### src/rtl/interval_timer_if.sv
// Control/status bundle between the dispenser FSM and interval_timer.
// The master drives commands and target; the slave returns count, running and done.
interface interval_timer_if #(
  parameter int BIT_COUNT = 32
);
  logic                 start;
  logic                 stop;
  logic                 pause;
  logic                 auto_reload;
  logic [BIT_COUNT-1:0] target;
  logic [BIT_COUNT-1:0] count;
  logic                 running;
  logic                 done;

  modport master (
    output start, stop, pause, auto_reload, target,
    input  count, running, done
  );

  modport slave (
    input  start, stop, pause, auto_reload, target,
    output count, running, done
  );
endinterface

### src/rtl/interval_timer.sv
// Programmable interval timer: one-shot or auto-reload, with pause and abort.
// Optional tick prescaler enabled by defining COUNTER_PRESCALER_EN.
module interval_timer #(
  parameter int BIT_COUNT = 32,
  parameter int PRESCALE  = 50
) (
  input logic              clock,
  input logic              reset,
  interval_timer_if.slave  bus
);
  typedef enum logic {
    S_IDLE,
    S_RUN
  } state_t;

  state_t               r_state;
  state_t               w_state_n;
  logic [BIT_COUNT-1:0] r_count;
  logic [BIT_COUNT-1:0] w_count_n;
  logic [BIT_COUNT-1:0] r_target;
  logic [BIT_COUNT-1:0] w_target_n;
  logic [BIT_COUNT-1:0] w_inc;
  logic                 r_mode;
  logic                 w_mode_n;
  logic                 r_done;
  logic                 w_done_n;
  logic                 w_tick;

`ifdef COUNTER_PRESCALER_EN
  logic [31:0] r_presc;
  logic [31:0] w_presc_n;
`else
  logic        w_unused_prescale;
  assign w_unused_prescale = (PRESCALE >= 1);
`endif

  assign w_inc = r_count + 1'b1;

  always_ff @(posedge clock) begin
    if (reset) begin
      r_state  <= S_IDLE;
      r_count  <= '0;
      r_target <= '0;
      r_mode   <= 1'b0;
      r_done   <= 1'b0;
`ifdef COUNTER_PRESCALER_EN
      r_presc  <= '0;
`endif
    end else begin
      r_state  <= w_state_n;
      r_count  <= w_count_n;
      r_target <= w_target_n;
      r_mode   <= w_mode_n;
      r_done   <= w_done_n;
`ifdef COUNTER_PRESCALER_EN
      r_presc  <= w_presc_n;
`endif
    end
  end

  always_comb begin
    w_state_n  = r_state;
    w_count_n  = r_count;
    w_target_n = r_target;
    w_mode_n   = r_mode;
    w_done_n   = 1'b0;
    w_tick     = 1'b0;
`ifdef COUNTER_PRESCALER_EN
    w_presc_n  = r_presc;
    if (r_state == S_RUN && !bus.pause) begin
      if (r_presc == 32'(PRESCALE - 1)) begin
        w_presc_n = '0;
        w_tick    = 1'b1;
      end else begin
        w_presc_n = r_presc + 32'd1;
      end
    end
`else
    w_tick = (r_state == S_RUN) && !bus.pause;
`endif

    if (bus.stop) begin
      w_state_n = S_IDLE;
`ifdef COUNTER_PRESCALER_EN
      w_presc_n = '0;
`endif
    end else if (bus.start) begin
      w_count_n  = '0;
      w_target_n = bus.target;
      w_mode_n   = bus.auto_reload;
      w_done_n   = (bus.target == '0);
      // A zero one-shot interval completes on the load cycle itself
      w_state_n  = (bus.target == '0 && !bus.auto_reload) ? S_IDLE : S_RUN;
`ifdef COUNTER_PRESCALER_EN
      w_presc_n  = '0;
`endif
    end else if (w_tick) begin
      if (r_count != r_target) begin
        w_count_n = w_inc;
        if (w_inc == r_target) begin
          w_done_n = 1'b1;
          if (!r_mode) w_state_n = S_IDLE;
        end
      end else begin
        w_count_n = '0;
        w_done_n  = (r_target == '0);
      end
    end
  end

  assign bus.count   = r_count;
  assign bus.running = (r_state == S_RUN);
  assign bus.done    = r_done;
endmodule

### src/flat_wrapper.sv
// flat-port wrapper written by rule: the top's interface ports become plain ports
module interval_timer_flat 
#(
  parameter int BIT_COUNT = 32,
  parameter int PRESCALE  = 50
)
  (clock, reset, bus_start, bus_stop, bus_pause, bus_auto_reload, bus_target, bus_count, bus_running, bus_done);
  interval_timer_if #(.BIT_COUNT(BIT_COUNT)) bus_i ();
  input logic clock;
  input logic reset;
  input wire logic [$bits(bus_i.start)-1:0] bus_start;
  input wire logic [$bits(bus_i.stop)-1:0] bus_stop;
  input wire logic [$bits(bus_i.pause)-1:0] bus_pause;
  input wire logic [$bits(bus_i.auto_reload)-1:0] bus_auto_reload;
  input wire logic [$bits(bus_i.target)-1:0] bus_target;
  output wire logic [$bits(bus_i.count)-1:0] bus_count;
  output wire logic [$bits(bus_i.running)-1:0] bus_running;
  output wire logic [$bits(bus_i.done)-1:0] bus_done;
  assign bus_i.start = bus_start;
  assign bus_i.stop = bus_stop;
  assign bus_i.pause = bus_pause;
  assign bus_i.auto_reload = bus_auto_reload;
  assign bus_i.target = bus_target;
  assign bus_count = bus_i.count;
  assign bus_running = bus_i.running;
  assign bus_done = bus_i.done;
  interval_timer #(.BIT_COUNT(BIT_COUNT), .PRESCALE(PRESCALE)) u_core (.clock(clock), .reset(reset), .bus(bus_i));
endmodule
### config.mk
export PLATFORM = sky130hd
export DESIGN_NAME = interval_timer_flat
export DESIGN_NICKNAME = d
export VERILOG_FILES = /design/src/rtl/interval_timer_if.sv /design/src/rtl/interval_timer.sv /design/src/flat_wrapper.sv
export SDC_FILE = /design/constraint.sdc
export NUM_CORES = 1
export LEC_CHECK = 0
export ABC_AREA = 1
export CORE_MARGIN = 2
export CORE_UTILIZATION = 59
export DETAILED_ROUTE_END_ITERATION = 10
export GPL_TIMING_DRIVEN = 1
export PLACE_DENSITY = 0.95
export SYNTH_ARGS = -nofsm -noshare
export SYNTH_HDL_FRONTEND = slang
export SYNTH_SLANG_ARGS = --single-unit
### constraint.sdc
create_clock -name clock -period 3.5 [get_ports clock]
set_input_delay 0.7 -clock clock [delete_from_list [all_inputs] [get_ports clock]]
set_output_delay 0.7 -clock clock [all_outputs]
set_load 0.005 [all_outputs]
==> impl_metrics.csv <==
group,metric,value,unit
final_layout,syn_to_final_growth,21.7,%
run,maxCapViolations,0,
final_layout,final_util,0.746,
cts,cts_hold_buf,0,
cts,post_cts_buffers,0,
timing,fmax,388,MHz
logic_synthesis,synth_cell_types,33,
logic_synthesis,synth_compound_area_frac,0.125,
global_route,grt_pass1_wl,21900,um
final_layout,drive_above_1_share,0.0777,
power,p_sw_frac,0.297,
floorplanning,core,0.00729,mm2
setup_path,critical-path-slowest-cell,"dfxtp_1",
floorplanning,die_h,91.0,um
placement,gp_congestion,0.980,
setup_path,critPathMaxFanout,7,
setup_path,worstSetupPathType,"flip-flop to flip-flop",
power,p_int,0.00118,W
power,p_switching,0.000496,W
setup_path,critPathTopFamily,"simple AND/OR/NAND/NOR gates",
power,ir_drop,0.261,mV
floorplanning,ios,72,
timing,rsz0062_at_grt,"false",
logic_synthesis,ys_ff_latch,67,
routing,drcViolationCount,0,
timing,setup_tns,0,ns
routing,final_antenna_net_count,0,
logic_synthesis,synth_cells,714,
timing,tightest_slew,1.06,ns
setup_path,worstSetupStartpointType,"flip-flop",
final_layout,nets,819,
global_route,grt_max_degree,46,
logic_synthesis,synth.top_cell.area_share,0.300,
timing,maxSlewViolCount,0,
power,comb_power_share,0.143,
final_layout,diodes,0,
routing,drt_iter0_markers,408,
logic_synthesis,synthesis.area,0.00447,mm2
setup_path,crit_arrival,2.86,ns
logic_synthesis,yosysTopAreaCell,"dfxtp_1",
routing,vias,4946,
placement,dp.cells,868,
setup_path,slowest_delay,0.46,ns
logic_synthesis,yosysWarnings,0,
power,p_clk_frac,0.368,
cts,clkLatencyLatePin,0.35,ns
global_route,met1_usage,0.431,
cts,clkSlewWorstSetupHoldPaths,0.08,ns
power,p_leak,2.23,nW
placement,portBuffers,71,
logic_synthesis,yosysSeqAreaShare,0.300,
logic_synthesis,synth_top_family_by_area,"simple AND/OR/NAND/NOR gates",
placement,hpwl,10200,um
logic_synthesis,synth.area.mux_share,0,
final_layout,final_cells,884,
routing,viasPerCell,5.60,
setup_path,cp_common_cell,"nand2_1",
logic_synthesis,yosys.area_share.simple,0.415,
cts,root_buffer,"clkbuf_8",
timing,worst_clock_skew,0.0122,ns
cts,cts_resized,0,
cts,htree_levels,3,
power,power_frac_seq,0.489,
cts,cts.sinks,67,
floorplanning,start_util,0.613,
cts,cts_made_buffers,9,
power,power.density,308,mW/mm2
run_status,status,"complete, no violations",
setup_path,rrSetupSlack,0.92,ns
floorplanning,num_rows,31,
final_layout,final_common_cell,"nand2_1",
logic_synthesis,synth_area_per_cell,6.26,um2
global_route,grt_antenna_before_repair,0,
setup_path,crit_buf_inv,0,
setup_path,crit_chain,"ha_1 > nand2_1 > nor2_4 > nand2_4 > nor2_8 > nor2_1 > nor2_1 > nand2_1 > nor2_1 > nand3_1 > nor2_1 > nand2_1 > nand2_1 > nand2_1 > a21oi_2",
cts,cts_tree,"built",
routing,wl,13200,um
global_route,track_usage,0.326,
routing,wire_per_inst,14.9,um
global_route,grtUsageMet3,0.0490,
logic_synthesis,syn_nets,753,
timing,setup_violations,0,
timing,hold_violations,0,
logic_synthesis,synth-xor-area-share,0.0764,
global_route,globalRouteOverflowTotal,0,
routing,dr.pass1.iters,6,
final_layout,mostFrequentLayoutCells,"nand2_1 (198), nor2_1 (91), clkdlybuf4s50_1 (71)",
setup_path,worst_setup_path_end_kind,"flip-flop",
min_path,hp-class,"flip-flop to flip-flop",
global_route,use_met2,0.540,
setup_path,cp.required,3.78,ns
logic_synthesis,synth_area_leaders,"dfxtp_1 (30%), nand2_1 (17%), nor2_1 (7.6%)",
global_route,grt_most_used_layer,"met2",
placement,place_area,0.00525,mm2
final_layout,stdcell_area,0.00544,mm2
timing,max_slew_margin,0.296,
logic_synthesis,synthAdderAreaFrac,0.00280,
power,finalPower,0.00167,W
global_route,grt_pass1_vias,4673,
floorplanning,die_w,91.0,um
floorplanning,die_area,0.00829,mm2
timing,min_period,2.58,ns
timing,final.period_utilization,0.737,
cts,clock_path_buffers,2,
-- path summary, 6_finish.rpt --
kind              depth (start not counted)                             start                              end
setup / recovery                         15  u_core.bus.count[1]$_SDFFE_PP0P_       u_core.bus.done$_SDFF_PP0_
hold / removal                            2   u_core.r_target[0]$_SDFFE_PP0P_  u_core.r_target[0]$_SDFFE_PP0P_
setup reg to reg                         15  u_core.bus.count[1]$_SDFFE_PP0P_       u_core.bus.done$_SDFF_PP0_
hold reg to reg                           2   u_core.r_target[0]$_SDFFE_PP0P_  u_core.r_target[0]$_SDFFE_PP0P_
-- cell families after synthesis --
family / count (synthesis)
AOI/OAI and AO/OA: 109
xor gates and xnor gates: 39
DFF: 67
adders and majority gates: 1
buffers and inverters: 93
and+or+nand+nor: 405
-- power by group through the flow --
| stage | registers (W) | clock network, W | logic, W |
|---|---|---|---|
| after floorplan | 0.000824 | 0 | 0.000148 |
| final | 0.000819 | 0.000616 | 0.000239 |
| after detailed placement | 0.000836 | 0 | 0.000235 |
| after global placement | 0.000834 | 0 | 0.000228 |
| after global routing | 0.000822 | 0.000657 | 0.000267 |
| after CTS | 0.000818 | 0.000619 | 0.000236 |
-- worst register-to-register path, stage by stage, from the launching register on --
cell     delay, ns
dfxtp_1       0.46
ha_1          0.29
nand2_1       0.13
nor2_4        0.20
nand2_4       0.13
nor2_8        0.17
nor2_1        0.06
nor2_1        0.13
nand2_1       0.07
nor2_1        0.14
nand3_1       0.11
nor2_1        0.24
nand2_1       0.12
nand2_1       0.08
nand2_1       0.07
a21oi_2       0.13
-- sequential cells by signal, indices dropped and copies added (netlist names) --
name,count
u_core.bus.count,32
u_core.bus.done,1
u_core.bus.running,1
u_core.r_mode,1
u_core.r_target,32
-- cell usage after synthesis (all sizes together) --
library cell	n
nand3b	1
dfxtp	67
inv	71
nand4	7
and3	2
or2	3
nand3	51
clkinv	1
nor4	15
buf	8
xnor2	22
o21ai	49
clkbuf	13
ha	1
nand2	209
xor2	17
o21a	3
nor2	109
a21oi	57
nor3	8
-- area by class of cell --
class / instances / area [um2]
Inverter: 72 / 270
Sequential cell: 67 / 1340
Tap cell: 99 / 124
Timing Repair Buffer: 76 / 748
Clock inverter: 6 / 48.8
Multi-Input combinational cell: 554 / 2770
Fill cell: 646 / 1850
Clock buffer: 10 / 138
-- layer usage --
layer | share of wire | vias up | wire length [um]
li1 | - | 2429 | -
met1 | 0.43 | 2234 | 5650
met2 | 0.46 | 249 | 6080
met3 | 0.088 | 34 | 1160
met4 | 0.023 | 0 | 302
met5 | 0 | - | 0
-- metrics by stage --
step,setup WS (ns),hold WS [ns]
after CTS,0.964,0.489
after global placement,0.986,0.471
final,0.921,0.488
after detailed placement,0.849,0.477
after global routing,0.711,0.520
after floorplan,1.53,0.449
Power figures use the tool's default switching activity.
